**config.mk**
```make
export PLATFORM = sky130hd
export DESIGN_NAME = bus_timer
export DESIGN_NICKNAME = d
export VERILOG_FILES = /design/src/rtl/bus_timer_pkg.sv /design/src/rtl/bus_timer_prescaler.sv /design/src/rtl/bus_timer.sv
export SDC_FILE = /design/constraint.sdc
export NUM_CORES = 1
export LEC_CHECK = 0
export BUFFER_PORTS_ARGS = -buffer_cell sky130_fd_sc_hd__buf_2
export CORE_ASPECT_RATIO = 1.4
export CORE_MARGIN = 4
export CORE_UTILIZATION = 50
export CTS_CLUSTER_SIZE = 24
export DETAILED_ROUTE_END_ITERATION = 6
export PLACE_DENSITY = 0.68
export SYNTH_ARGS = -nofsm -noshare
export SYNTH_HDL_FRONTEND = slang
export SYNTH_SLANG_ARGS = --single-unit
```
**constraint.sdc**
```tcl
create_clock -name clk_i -period 3 [get_ports clk_i]
set_input_delay 0.6 -clock clk_i [delete_from_list [all_inputs] [get_ports clk_i]]
set_output_delay 0.6 -clock clk_i [all_outputs]
set_load 0.01 [all_outputs]
```
**src/rtl/bus_timer_pkg.sv**
```systemverilog
// Shared definitions for the bus_timer device: register offsets, field indices,
// reset constants and the decoded register enum.
package bus_timer_pkg;

    localparam logic [7:0] OFF_CTRL     = 8'h00;
    localparam logic [7:0] OFF_PRESCALE = 8'h04;
    localparam logic [7:0] OFF_MTIME_LO = 8'h08;
    localparam logic [7:0] OFF_MTIME_HI = 8'h0C;
    localparam logic [7:0] OFF_CMP_LO   = 8'h10;
    localparam logic [7:0] OFF_CMP_HI   = 8'h14;
    localparam logic [7:0] OFF_STATUS   = 8'h18;
    localparam logic [7:0] OFF_UNMAPPED = 8'h1C;

    localparam int CTRL_EN_BIT      = 0;
    localparam int CTRL_IRQ_EN_BIT  = 1;
    localparam int STATUS_MATCH_BIT = 0;

    localparam logic [1:0]  CTRL_RESET   = 2'b00;
    localparam logic [63:0] MTIME_RESET  = 64'h0000_0000_0000_0000;
    localparam logic [63:0] CMP_RESET    = 64'hFFFF_FFFF_FFFF_FFFF;
    localparam logic [31:0] SHADOW_RESET = 32'h0000_0000;
    localparam logic        MATCH_RESET  = 1'b0;

    typedef enum logic [2:0] {
        REG_CTRL     = 3'd0,
        REG_PRESCALE = 3'd1,
        REG_MTIME_LO = 3'd2,
        REG_MTIME_HI = 3'd3,
        REG_CMP_LO   = 3'd4,
        REG_CMP_HI   = 3'd5,
        REG_STATUS   = 3'd6,
        REG_UNMAPPED = 3'd7
    } timer_reg_e;

endpackage

```
**src/rtl/bus_timer_prescaler.sv**
```systemverilog
// Prescaler for bus_timer: emits one tick every PRESCALE+1 enabled cycles.
module bus_timer_prescaler
    import bus_timer_pkg::*;
#(
    parameter int PrescaleWidth = 16
) (
    input  logic                     clk_i,
    input  logic                     rst_ni,
    input  logic                     en_i,
    input  logic                     clear_i,
    input  logic [PrescaleWidth-1:0] prescale_i,
    output logic                     tick_o
);

    logic [PrescaleWidth-1:0] pcnt_r;

    assign tick_o = en_i & (pcnt_r == prescale_i);

    // Cycle counter: restarts on a PRESCALE write or a tick, holds while disabled.
    always_ff @(posedge clk_i or negedge rst_ni) begin
        if (!rst_ni) begin
            pcnt_r <= {PrescaleWidth{1'b0}};
        end else if (clear_i) begin
            pcnt_r <= {PrescaleWidth{1'b0}};
        end else if (tick_o) begin
            pcnt_r <= {PrescaleWidth{1'b0}};
        end else if (en_i) begin
            pcnt_r <= pcnt_r + {{(PrescaleWidth-1){1'b0}}, 1'b1};
        end else begin
            pcnt_r <= pcnt_r;
        end
    end

endmodule

```
**src/rtl/bus_timer.sv**
```systemverilog
// Memory-mapped 64-bit timer: prescaled MTIME, 64-bit compare, sticky MATCH
// flag and level interrupt, with single-cycle registered reads.
module bus_timer
    import bus_timer_pkg::*;
#(
    parameter int DataWidth     = 32,
    parameter int AddressWidth  = 32,
    parameter int PrescaleWidth = 16
) (
    input  logic                    clk_i,
    input  logic                    rst_ni,
    input  logic                    req_i,
    input  logic                    we_i,
    input  logic [AddressWidth-1:0] addr_i,
    input  logic [DataWidth-1:0]    wdata_i,
    output logic [DataWidth-1:0]    rdata_o,
    output logic                    irq_o
);

    if (DataWidth != 32) begin : g_data_width_check
        $error("bus_timer: DataWidth must be 32");
    end

    timer_reg_e               reg_sel_s;
    logic                     wr_s;
    logic                     rd_s;
    logic                     tick_s;
    logic                     prescale_wr_s;
    logic [1:0]               ctrl_r;
    logic [1:0]               ctrl_next_s;
    logic [PrescaleWidth-1:0] prescale_r;
    logic [63:0]              mtime_r;
    logic [63:0]              cmp_r;
    logic [31:0]              shadow_hi_r;
    logic [DataWidth-1:0]     rdata_r;
    logic [DataWidth-1:0]     rdata_next_s;
    logic                     match_r;
    logic                     match_next_s;
    logic                     irq_r;
    logic                     unused_addr_s;

    assign reg_sel_s     = timer_reg_e'(addr_i[4:2]);
    assign wr_s          = req_i & we_i;
    assign rd_s          = req_i & ~we_i;
    assign prescale_wr_s = wr_s & (reg_sel_s == REG_PRESCALE);
    assign unused_addr_s = ^{addr_i[AddressWidth-1:5], addr_i[1:0]};

    bus_timer_prescaler #(
        .PrescaleWidth(PrescaleWidth)
    ) u_prescaler (
        .clk_i     (clk_i),
        .rst_ni    (rst_ni),
        .en_i      (ctrl_r[CTRL_EN_BIT]),
        .clear_i   (prescale_wr_s),
        .prescale_i(prescale_r),
        .tick_o    (tick_s)
    );

    // Next CTRL and MATCH values; a true compare beats a same-cycle W1C.
    always_comb begin
        ctrl_next_s  = ctrl_r;
        match_next_s = match_r;
        if (wr_s && (reg_sel_s == REG_CTRL)) begin
            ctrl_next_s = wdata_i[1:0];
        end else begin
            ctrl_next_s = ctrl_r;
        end
        if (mtime_r >= cmp_r) begin
            match_next_s = 1'b1;
        end else if (wr_s && (reg_sel_s == REG_STATUS) && wdata_i[STATUS_MATCH_BIT]) begin
            match_next_s = 1'b0;
        end else begin
            match_next_s = match_r;
        end
    end

    // Read mux; MTIME_HI returns the half captured by the last MTIME_LO read.
    always_comb begin
        rdata_next_s = {DataWidth{1'b0}};
        if (rd_s) begin
            case (reg_sel_s)
                REG_CTRL:     rdata_next_s = {{(DataWidth-2){1'b0}}, ctrl_r};
                REG_PRESCALE: rdata_next_s = DataWidth'(prescale_r);
                REG_MTIME_LO: rdata_next_s = mtime_r[31:0];
                REG_MTIME_HI: rdata_next_s = shadow_hi_r;
                REG_CMP_LO:   rdata_next_s = cmp_r[31:0];
                REG_CMP_HI:   rdata_next_s = cmp_r[63:32];
                REG_STATUS:   rdata_next_s = {{(DataWidth-1){1'b0}}, match_r};
                default:      rdata_next_s = {DataWidth{1'b0}};
            endcase
        end else begin
            rdata_next_s = {DataWidth{1'b0}};
        end
    end

    // Register file, counter, shadow, flags and registered bus outputs.
    always_ff @(posedge clk_i or negedge rst_ni) begin
        if (!rst_ni) begin
            ctrl_r      <= CTRL_RESET;
            prescale_r  <= {PrescaleWidth{1'b0}};
            mtime_r     <= MTIME_RESET;
            cmp_r       <= CMP_RESET;
            shadow_hi_r <= SHADOW_RESET;
            match_r     <= MATCH_RESET;
            irq_r       <= 1'b0;
            rdata_r     <= {DataWidth{1'b0}};
        end else begin
            ctrl_r  <= ctrl_next_s;
            match_r <= match_next_s;
            irq_r   <= match_next_s & ctrl_next_s[CTRL_IRQ_EN_BIT];
            rdata_r <= rdata_next_s;
            if (prescale_wr_s) begin
                prescale_r <= wdata_i[PrescaleWidth-1:0];
            end
            if (wr_s && (reg_sel_s == REG_CMP_LO)) begin
                cmp_r[31:0] <= wdata_i;
            end else if (wr_s && (reg_sel_s == REG_CMP_HI)) begin
                cmp_r[63:32] <= wdata_i;
            end
            // A software write to either half swallows a coincident tick.
            if (wr_s && (reg_sel_s == REG_MTIME_LO)) begin
                mtime_r[31:0] <= wdata_i;
            end else if (wr_s && (reg_sel_s == REG_MTIME_HI)) begin
                mtime_r[63:32] <= wdata_i;
            end else if (tick_s) begin
                mtime_r <= mtime_r + 64'd1;
            end
            if (rd_s && (reg_sel_s == REG_MTIME_LO)) begin
                shadow_hi_r <= mtime_r[63:32];
            end
        end
    end

    assign rdata_o = rdata_r;
    assign irq_o   = irq_r;

endmodule

```
==> run metrics <==
status complete, no violations; gr ovfl total 0; max-capacitance violation count 0; Area Overhead vs Synth 16.1%; htree depth 1; Peak VDD IR 458 uV; fillcell total 2,340; Max Transition Viols Final 0; delay-heaviest family, CP simple AND/OR/NAND/NOR gates; clock root buffer clkbuf_16; EDFF count, synth 0; Min Hold Slack 0.0587 ns; first-pass GRT wire length 70.8 mm; cell leakage power 6.64 nW; via/cell ratio 6.38; buffer count from post-CTS setup fixing 0; Final Hold Vio Count 0; worst path buffer plus inverter count 1; post-route minimum period 2.81 ns; initial antenna violation count 0; setup tns final 0 ns; Reg2Reg Depth 7; R2R Setup Slk 0.19 ns; Resize count post-CTS 0; most common cell after layout, fill and taps aside nand2_1; total CTS buffers 24; core box area 26,200 sq um; placed wire-length estimate 33.4 mm; port buffer count 71; Rows 70; CP max stage delay 0.56 ns; Critical R2R Launch mtime_r[11]; CTS tree built; diodes inserted 0; share of layout cells above drive strength 1 22.2%; R2R Path End mtime_r[44]; number of synthesized register bits 228; Final setup viols 0; First-pass DRT Iterations 7; via count 12,300; RSZ-0062 raised after global routing no; fin crit share 93.5%; Setup Crit Path Kind reg2reg; Die W 146 um; initial detailed-routing violation count 986; Worst EP required 3.42 ns; worst-skew pair later-pin latency 0.54 ns; Top FF cell, synth dfrtp_1; Die Y 201 um; worst-path fanout max 11; gr usage total 30.6%; Crit. End Element flip-flop; GPL Wtd Cong 1.02; # clock sinks 228; DR DRC count 0; syn_area_per_cell 9.06 sq um; Slew headroom 53.6%; skew final 0.0159 ns; syn_nets 1,602; Netlist cell types 71; Total Power 10.6 mW; most frequent CP cell nor2_1; min-delay worst type in2async; Routed Antenna Nets 0; Initial Util 50.8%; power density over the cells 686 nW/um^2; startpoint types flip-flop; Syn Inst Count 1,468; WP data arrival 3.22 ns; hold_buf cts 0; synthesized area 13,300 sq um; die area 29,300 sq um; final WL 45.3 mm; largest net degree at the start of global routing 82; Slowest-stage cell, CP nor2_1; post-synthesis sequential area ratio 43.5%; FFs w/ async S/R, synth 100%; vias in the first global route 12,500; CP Cell Sequence nand4_2 -> buf_4 -> nor2_1 -> nand4_1 -> nor2_1 -> o21ai_0 -> a211o_1; dpl cells 1,886; Routed WL per cell 23.5 um; Worst Tran Pin Value 0.696 ns; non-filler cells in the finished layout 1,930; most frequent cells in the layout nand2_1 (209), dfrtp_1 (164), buf_4 (110), nor2_1 (102), o21ai_0 (99); yosys warns 0; Final #Nets 1,722; max frequency 356 MHz; Levels on crit path 7; IO Count 101; clk slew on worst S/H paths 0.06 ns; CTS max path bufs 3
-- kinds of logic (layout without fill, tap and decap cells) --
group / Yosys count / after routing / share of synthesized area (%)
simple gates: 571 / 571 / 20.9
compound gates: 356 / 356 / 18.1
flops: 228 / 228 / 43.5
buf+inv: 162 / 300 / 4.64
fa+ha+maj: 66 / 66 / 6.21
mux: 57 / 57 / 4.73
xor+xnor: 28 / 28 / 1.84
-- worst max-delay path by stage --
| stage | from | end | slack (ns) |
|---|---|---|---|
| final | mtime_r[11] | mtime_r[44] | 0.19 |
| after global routing | mtime_r[11] | mtime_r[60] | 0.04 |
| after CTS | mtime_r[11] | mtime_r[44] | 0.26 |
| after detailed placement | mtime_r[11] | mtime_r[60] | 0.29 |
| after global placement | mtime_r[18] | mtime_r[61] | 0.30 |
| after floorplan | addr_i[3] | mtime_r[51] | 0.42 |
-- cell usage after synthesis, types with 8 or more instances --
master      n  area share (%)
a211oi_1   10            0.56
o311ai_0    9            0.59
o21ai_0    99             3.7
or4_1      20             1.1
nand2_1   210             5.9
and3_1     19            0.89
ha_1       66             6.2
a21oi_1    50             1.9
nand2b_1    9            0.42
mux2_2     47             4.0
buf_1      13            0.37
and2_1     14            0.66
clkbuf_1   73             2.1
o22ai_1    10            0.47
nor2_1    103             2.9
a221oi_1   14            0.92
dfstp_2    64              13
nand3_1    57             2.1
xnor2_1    23             1.5
o211ai_1   18             1.0
dfrtp_1   164              31
nand4_1    39             1.8
a22oi_1    64             3.6
nor4_1     16            0.75
or3_1      13            0.61
mux2i_1    10            0.75
nor3_1     30             1.1
and4_1     13            0.86
inv_1      71             2.0
a21o_1      8            0.45
-- flip-flops by register name (all words and copies together) (netlist names) --
signal / flops
cmp_r: 64
ctrl_r: 2
irq_o: 1
match_r: 1
mtime_r: 64
prescale_r: 16
rdata_o: 32
shadow_hi_r: 32
u_prescaler.pcnt_r: 16
-- power by group --
group	switching, mW	internal, mW
clock network	1.29	1.72
registers	0.589	3.89
logic	1.75	1.34
-- through the flow --
step / instance area [sq um] / setup WS [ns] / utilization [%]
floorplan: 13300 / 0.418 / -
global placement: 14600 / 0.301 / 55.9
detailed placement: 14600 / 0.290 / 55.9
CTS: 15400 / 0.260 / 58.9
global route: 15400 / 0.0434 / 58.9
finish: 15400 / 0.194 / 58.9
-- worst reg2reg max path, delay by kind of cell, from the launching register on --
family	cells	cell delay, ns
AO/OA/AOI/OAI	2	0.48
AND/OR/NAND/NOR	4	1.55
buffers and inverters	1	0.21
flip-flops	1	0.46
-- area by class of cell --
type | count | area (sq um) | area share [%]
Tap cell | 324 | 405 | 2.63
Multi-Input combinational cell | 1078 | 6920 | 44.8
Clock buffer | 36 | 747 | 4.84
Clock inverter | 8 | 42.5 | 0.276
Timing Repair Buffer | 185 | 1270 | 8.24
Inverter | 71 | 267 | 1.73
Sequential cell | 228 | 5790 | 37.5
-- metal layers --
metal / up-vias / global-route usage [%] / wire length, um / share of wire [%]
met3: 179 / 4.63 / 2760 / 6.1
li1: 5617 / - / - / -
met5: - / 0 / 0 / 0
met2: 517 / 52.8 / 22500 / 50
met1: 6000 / 35.3 / 16800 / 37
met4: 0 / 19.4 / 3220 / 7.1
Note: power is estimated with default switching activity, not from simulation.
